**config.mk**
```make
export PLATFORM = sky130hd
export DESIGN_NAME = lem_world_tracker
export DESIGN_NICKNAME = d
export VERILOG_FILES = /design/src/rtl/lem_pkg.sv /design/src/rtl/lem_step_timer.sv /design/src/rtl/lem_world_tracker.sv
export SDC_FILE = /design/constraint.sdc
export NUM_CORES = 1
export LEC_CHECK = 0
export BUFFER_PORTS_ARGS = -buffer_cell sky130_fd_sc_hd__buf_2
export CAP_MARGIN = 30
export CELL_PAD_IN_SITES_DETAIL_PLACEMENT = 0
export CELL_PAD_IN_SITES_GLOBAL_PLACEMENT = 1
export CORE_AREA = 2 2 50 52
export CTS_BUF_LIST = sky130_fd_sc_hd__clkbuf_4
export CTS_CLUSTER_DIAMETER = 50
export DETAILED_ROUTE_END_ITERATION = 6
export DIE_AREA = 0 0 52 54
export PLACE_DENSITY = 0.71
export SLEW_MARGIN = 40
export SYNTH_ARGS = -nofsm -noshare
export SYNTH_HDL_FRONTEND = slang
export SYNTH_SLANG_ARGS = --single-unit
```
**constraint.sdc**
```tcl
create_clock -name clk -period 2.03 [get_ports clk]
set_clock_uncertainty 0.05 [all_clocks]
set_input_delay 0.203 -clock clk [delete_from_list [all_inputs] [get_ports clk]]
set_output_delay 0.203 -clock clk [all_outputs]
set_load 0.005 [all_outputs]
```
**src/rtl/lem_pkg.sv**
```systemverilog
// Shared types and helpers for the lemming world tracker and its step timer.
package lem_pkg;

    typedef enum logic {
        S_RUN   = 1'b0,
        S_FAULT = 1'b1
    } state_t;

    localparam logic DIR_L = 1'b0;
    localparam logic DIR_R = 1'b1;

    // Width of a cell index for a corridor of the given number of cells.
    function automatic int pos_w(input int width);
        return (width > 2) ? $clog2(width) : 1;
    endfunction

endpackage

```
**src/rtl/lem_step_timer.sv**
```systemverilog
// STEP_DIV prescaler: strobes step during the last clock of every STEP_DIV-clock period.
module lem_step_timer #(
    parameter int STEP_DIV = 4
) (
    input  logic clk,
    input  logic areset_n,
    output logic step
);

    localparam int CW = (STEP_DIV > 1) ? $clog2(STEP_DIV) : 1;
    localparam logic [CW-1:0] LAST = CW'(STEP_DIV - 1);

    logic [CW-1:0] tick_cnt;

    always_ff @(posedge clk) begin
        if (!areset_n)
            tick_cnt <= '0;
        else if (tick_cnt == LAST)
            tick_cnt <= '0;
        else
            tick_cnt <= tick_cnt + CW'(1);
    end

    assign step = (tick_cnt == LAST);

endmodule

```
**src/rtl/lem_world_tracker.sv**
```systemverilog
// Tracks a walker's position in a 1-D corridor and feeds wall bumps back to it.
// Define LEM_WRAP_EN for a toroidal corridor (wrap instead of bump).
module lem_world_tracker
    import lem_pkg::*;
#(
    parameter int WIDTH     = 16,
    parameter int STEP_DIV  = 4,
    parameter int START_POS = 0,
    parameter int TURN_W    = 8
) (
    input  logic                     clk,
    input  logic                     areset_n,
    input  logic                     walk_left,
    input  logic                     walk_right,
    output logic [pos_w(WIDTH)-1:0]  pos,
    output logic                     bump_left,
    output logic                     bump_right,
    output logic                     step_pulse,
    output logic [TURN_W-1:0]        turn_count,
    output logic                     dir_error
);

    localparam int PW = pos_w(WIDTH);
    localparam logic [PW-1:0]     LAST_POS = PW'(WIDTH - 1);
    localparam logic [PW-1:0]     INIT_POS = PW'(START_POS);
    localparam logic [TURN_W-1:0] TC_MAX   = '1;

    state_t              state, state_nxt;
    logic                step;
    logic                legal;
    logic                move_en;
    logic                dir;
    logic [TURN_W-1:0]   tc_inc;

    lem_step_timer #(.STEP_DIV(STEP_DIV)) u_timer (
        .clk      (clk),
        .areset_n (areset_n),
        .step     (step)
    );

    assign legal  = walk_left ^ walk_right;
    assign dir    = walk_right ? DIR_R : DIR_L;
    assign tc_inc = (turn_count == TC_MAX) ? turn_count : turn_count + TURN_W'(1);

    always_ff @(posedge clk) begin
        if (!areset_n)
            state <= S_RUN;
        else
            state <= state_nxt;
    end

    // Fault is sticky until reset; the encoding is checked on every edge.
    always_comb begin
        state_nxt = state;
        if (state == S_RUN && !legal)
            state_nxt = S_FAULT;
    end

    always_comb begin
        move_en   = (state == S_RUN) && legal;
        dir_error = (state == S_FAULT);
    end

    always_ff @(posedge clk) begin
        if (!areset_n) begin
            pos        <= INIT_POS;
            bump_left  <= 1'b0;
            bump_right <= 1'b0;
            step_pulse <= 1'b0;
            turn_count <= '0;
        end else begin
            step_pulse <= step;
            bump_left  <= 1'b0;
            bump_right <= 1'b0;
            if (step && move_en) begin
                if (dir == DIR_L) begin
                    if (pos != '0) begin
                        pos <= pos - PW'(1);
                    end else begin
`ifdef LEM_WRAP_EN
                        pos        <= LAST_POS;
                        turn_count <= tc_inc;
`else
                        // A bump still high means the walker has not turned yet (STEP_DIV=1): hold.
                        if (!bump_left) begin
                            bump_left  <= 1'b1;
                            turn_count <= tc_inc;
                        end
`endif
                    end
                end else begin
                    if (pos != LAST_POS) begin
                        pos <= pos + PW'(1);
                    end else begin
`ifdef LEM_WRAP_EN
                        pos        <= '0;
                        turn_count <= tc_inc;
`else
                        if (!bump_right) begin
                            bump_right <= 1'b1;
                            turn_count <= tc_inc;
                        end
`endif
                    end
                end
            end
        end
    end

endmodule

```
==> metrics.txt <==
H-tree depth=1; Placer Congestion=slightly above 0.7; die height=54 um; CP max FO=5; global-route wire length before repair=2940 um; CTS tree=yes; setup slack, reg-to-reg=approximately 0.10 ns; CP Class=register to register; hpwl dp=1270 um; HP Class=input port to register; Initial Util=0.365; grt ovf=0; synthesized area per cell=8.92 um2; CP required=2.20 ns; drt drc=0; clock buffer depth=2; Critical Path Source=pos[3]; vias=just under 800; Relative slew margins=0.664; initial antenna violation count=0; CP arrival=2.10 ns; router iterations before antenna repair=4; placed insts=148; via/cell ratio=~4.9; synth-to-layout area growth=31.8%; clock latency on the worst-skew pair=around 0.29 ns; CTS root buf=clkbuf_4; Worst-path clk slew=0.11 ns; Yosys cell types=29; fin nets=138; Final Non-Filler Cells=158; Buffers on Ports=19; die area=2810 um2; DRT antenna net count=0; Post-Synthesis Cell Area=847 um2; Leakage=around 0.51 nW; # setup viols final=0; post-synthesis cell count=95; 1st-iter DRT viols=9; Ant. Diodes=0; Tcrit/Tclk final=0.951; Final Hold Viols=0; Worst IR Drop VDD=0.000320 V; Least-Margin Pin Slew=between 0.5 and 0.6 ns; Tmin final=1.93 ns; terminus of the critical flop-to-flop path=turn_count[5]; Max Cap Viol=0; sequential area share after synthesis=0.425; WL final=approximately 1800 um; total track usage=0.141; CP Launch Type=register; WL/cell=11.4 um; number of global-route vias before repair=695; CTS Sinks=18; syn_nets=104; Crit. End Element=register; status=finished clean; Slew Limit Fails=0; CTS buffer count=3; Worst R2R Path Depth=5; achievable frequency=518 MHz; DIE WIDTH=~52 um; io pins=20; largest net degree at the start of global routing=16; share of cells above drive strength 1=0.344; synthesized flop and latch total=18; crit path to=turn_count[5]; Site Rows=18; core box area=2320 um2; worst r2r src=pos[3]; YS warnings=0; WHS=roughly 0.11 ns; Power Dens Cells=541 nW/um2; hold_buf cts=0
-- worst min path at each step --
stage                     slack [ns]                   to  cells past startpoint           startpoint
final                           0.11           step_pulse                      2             areset_n
after global routing            0.11           step_pulse                      2             areset_n
after floorplan                 0.28           step_pulse                      1             areset_n
after global placement          0.37  u_timer.tick_cnt[0]                      1  u_timer.tick_cnt[0]
after CTS                       0.10           step_pulse                      2             areset_n
after detailed placement        0.38  u_timer.tick_cnt[0]                      1  u_timer.tick_cnt[0]
-- worst max-delay path, stage by stage (launching register included) --
cell and delay (ns):
dfxtp_4 0.39, and4_1 0.23, nand3b_1 0.14, a221o_2 0.43
or4_1 0.50, a21oi_2 0.14
-- power breakdown --
part	internal [mW]	leakage, nW	total (mW)	switching (mW)
Combinational	0.0282	0.345	0.0576	0.0294
Sequential	0.360	0.149	0.366	0.00555
Clock	0.0714	0.0154	0.180	0.108
-- through the flow --
step | setup WS [ns] | total power [mW] | area, um2 | setup TNS, ns | utilization
floorplan | 0.198 | 0.408 | 847 | 0 | -
global placement | 0.0922 | 0.427 | 1010 | 0 | 0.437
detailed placement | 0.0663 | 0.427 | 1010 | 0 | 0.437
CTS | 0.0273 | 0.610 | 1040 | 0 | 0.448
global route | -0.00657 | 0.637 | 1120 | -0.00657 | 0.481
finish | 0.0999 | 0.603 | 1120 | 0 | 0.481
-- cells by family (layout without fill, tap and decap cells) --
kind of cell | after synthesis | after routing | synth area share
AOI/OAI and AO/OA | 19 | 20 | 0.137
xor gates and xnor gates | 5 | 5 | 0.0517
DFF | 18 | 18 | 0.425
adders and majority gates | 5 | 5 | 0.0827
buffers and inverters | 8 | 40 | 0.0443
muxes | 2 | 2 | 0.0236
and+or+nand+nor | 38 | 38 | 0.235
-- cell type report --
type / count / area (um2)
multi-input cells: 70 / 478
clock buffers: 3 / 22.5
inverters: 5 / 18.8
fillers: 242 / 1200
well taps: 30 / 37.5
clock inverters: 1 / 3.75
repair buffers: 31 / 185
flip-flops and latches: 18 / 370
-- synth_stat cells, drive strengths merged --
cell    instances  share of area
nand2          10          0.044
a221o           1          0.012
a211oi          1         0.0089
nor3b           1         0.0089
and3            2          0.015
and4            1          0.010
nor2           10          0.044
o21ai           3          0.018
xor2            2          0.021
or3             3          0.022
buf             1          0.013
and2            2          0.015
a21o            1         0.0089
or4             3          0.027
fa              1          0.024
ha              4          0.059
xnor2           3          0.031
nor3            1         0.0059
a21oi           9          0.053
nand3           2          0.012
o31ai           3          0.027
a31o            1          0.010
nor4            1          0.015
dfxtp          18           0.43
nor2b           1         0.0074
inv             5          0.022
mux2i           2          0.024
clkbuf          2         0.0089
nand3b          1         0.0089
-- what timing repair did --
| item | in CTS | in global routing |
|---|---|---|
| setup endpoints to repair | 0 | 4 |
| resized for setup | 0 | 11 |
| setup buffers | 0 | 5 |
-- placed cells by master, fill, tap and decap left out --
cell	count
nor3b_1	1
or4_1	3
nor4_4	1
buf_4	12
dfxtp_1	14
ha_1	4
nand2_2	1
buf_2	19
nor2b_2	1
a21oi_2	1
or3_1	3
a211oi_1	1
xor2_1	2
o31ai_1	3
clkbuf_4	3
a21o_1	1
nor3_1	1
nand2_1	9
a221o_1	1
dfxtp_4	2
a221o_2	1
fa_1	1
o21ai_0	3
nand3_1	2
mux2i_1	2
clkinv_1	1
and4_1	1
nor2_1	10
xnor2_1	3
a21oi_1	8
a31o_2	1
dfxtp_2	2
and2_1	2
inv_1	5
nand3b_1	1
and3_1	2
-- state kept, by name, indices dropped and copies added (netlist names) --
name              flops
step_pulse            1
bump_left             1
bump_right            1
turn_count            8
dir_error             1
u_timer.tick_cnt      2
pos                   4
-- metal layers --
| metal | vias to the layer above | track usage | wire (um) |
|---|---|---|---|
| met5 | - | 0 | 0 |
| met4 | 0 | 0.0789 | 19 |
| met3 | 2 | 0.0167 | 47 |
| met2 | 12 | 0.232 | 902 |
| met1 | 361 | 0.179 | 838 |
| li1 | 402 | - | - |
Power figures use the tool's default switching activity.
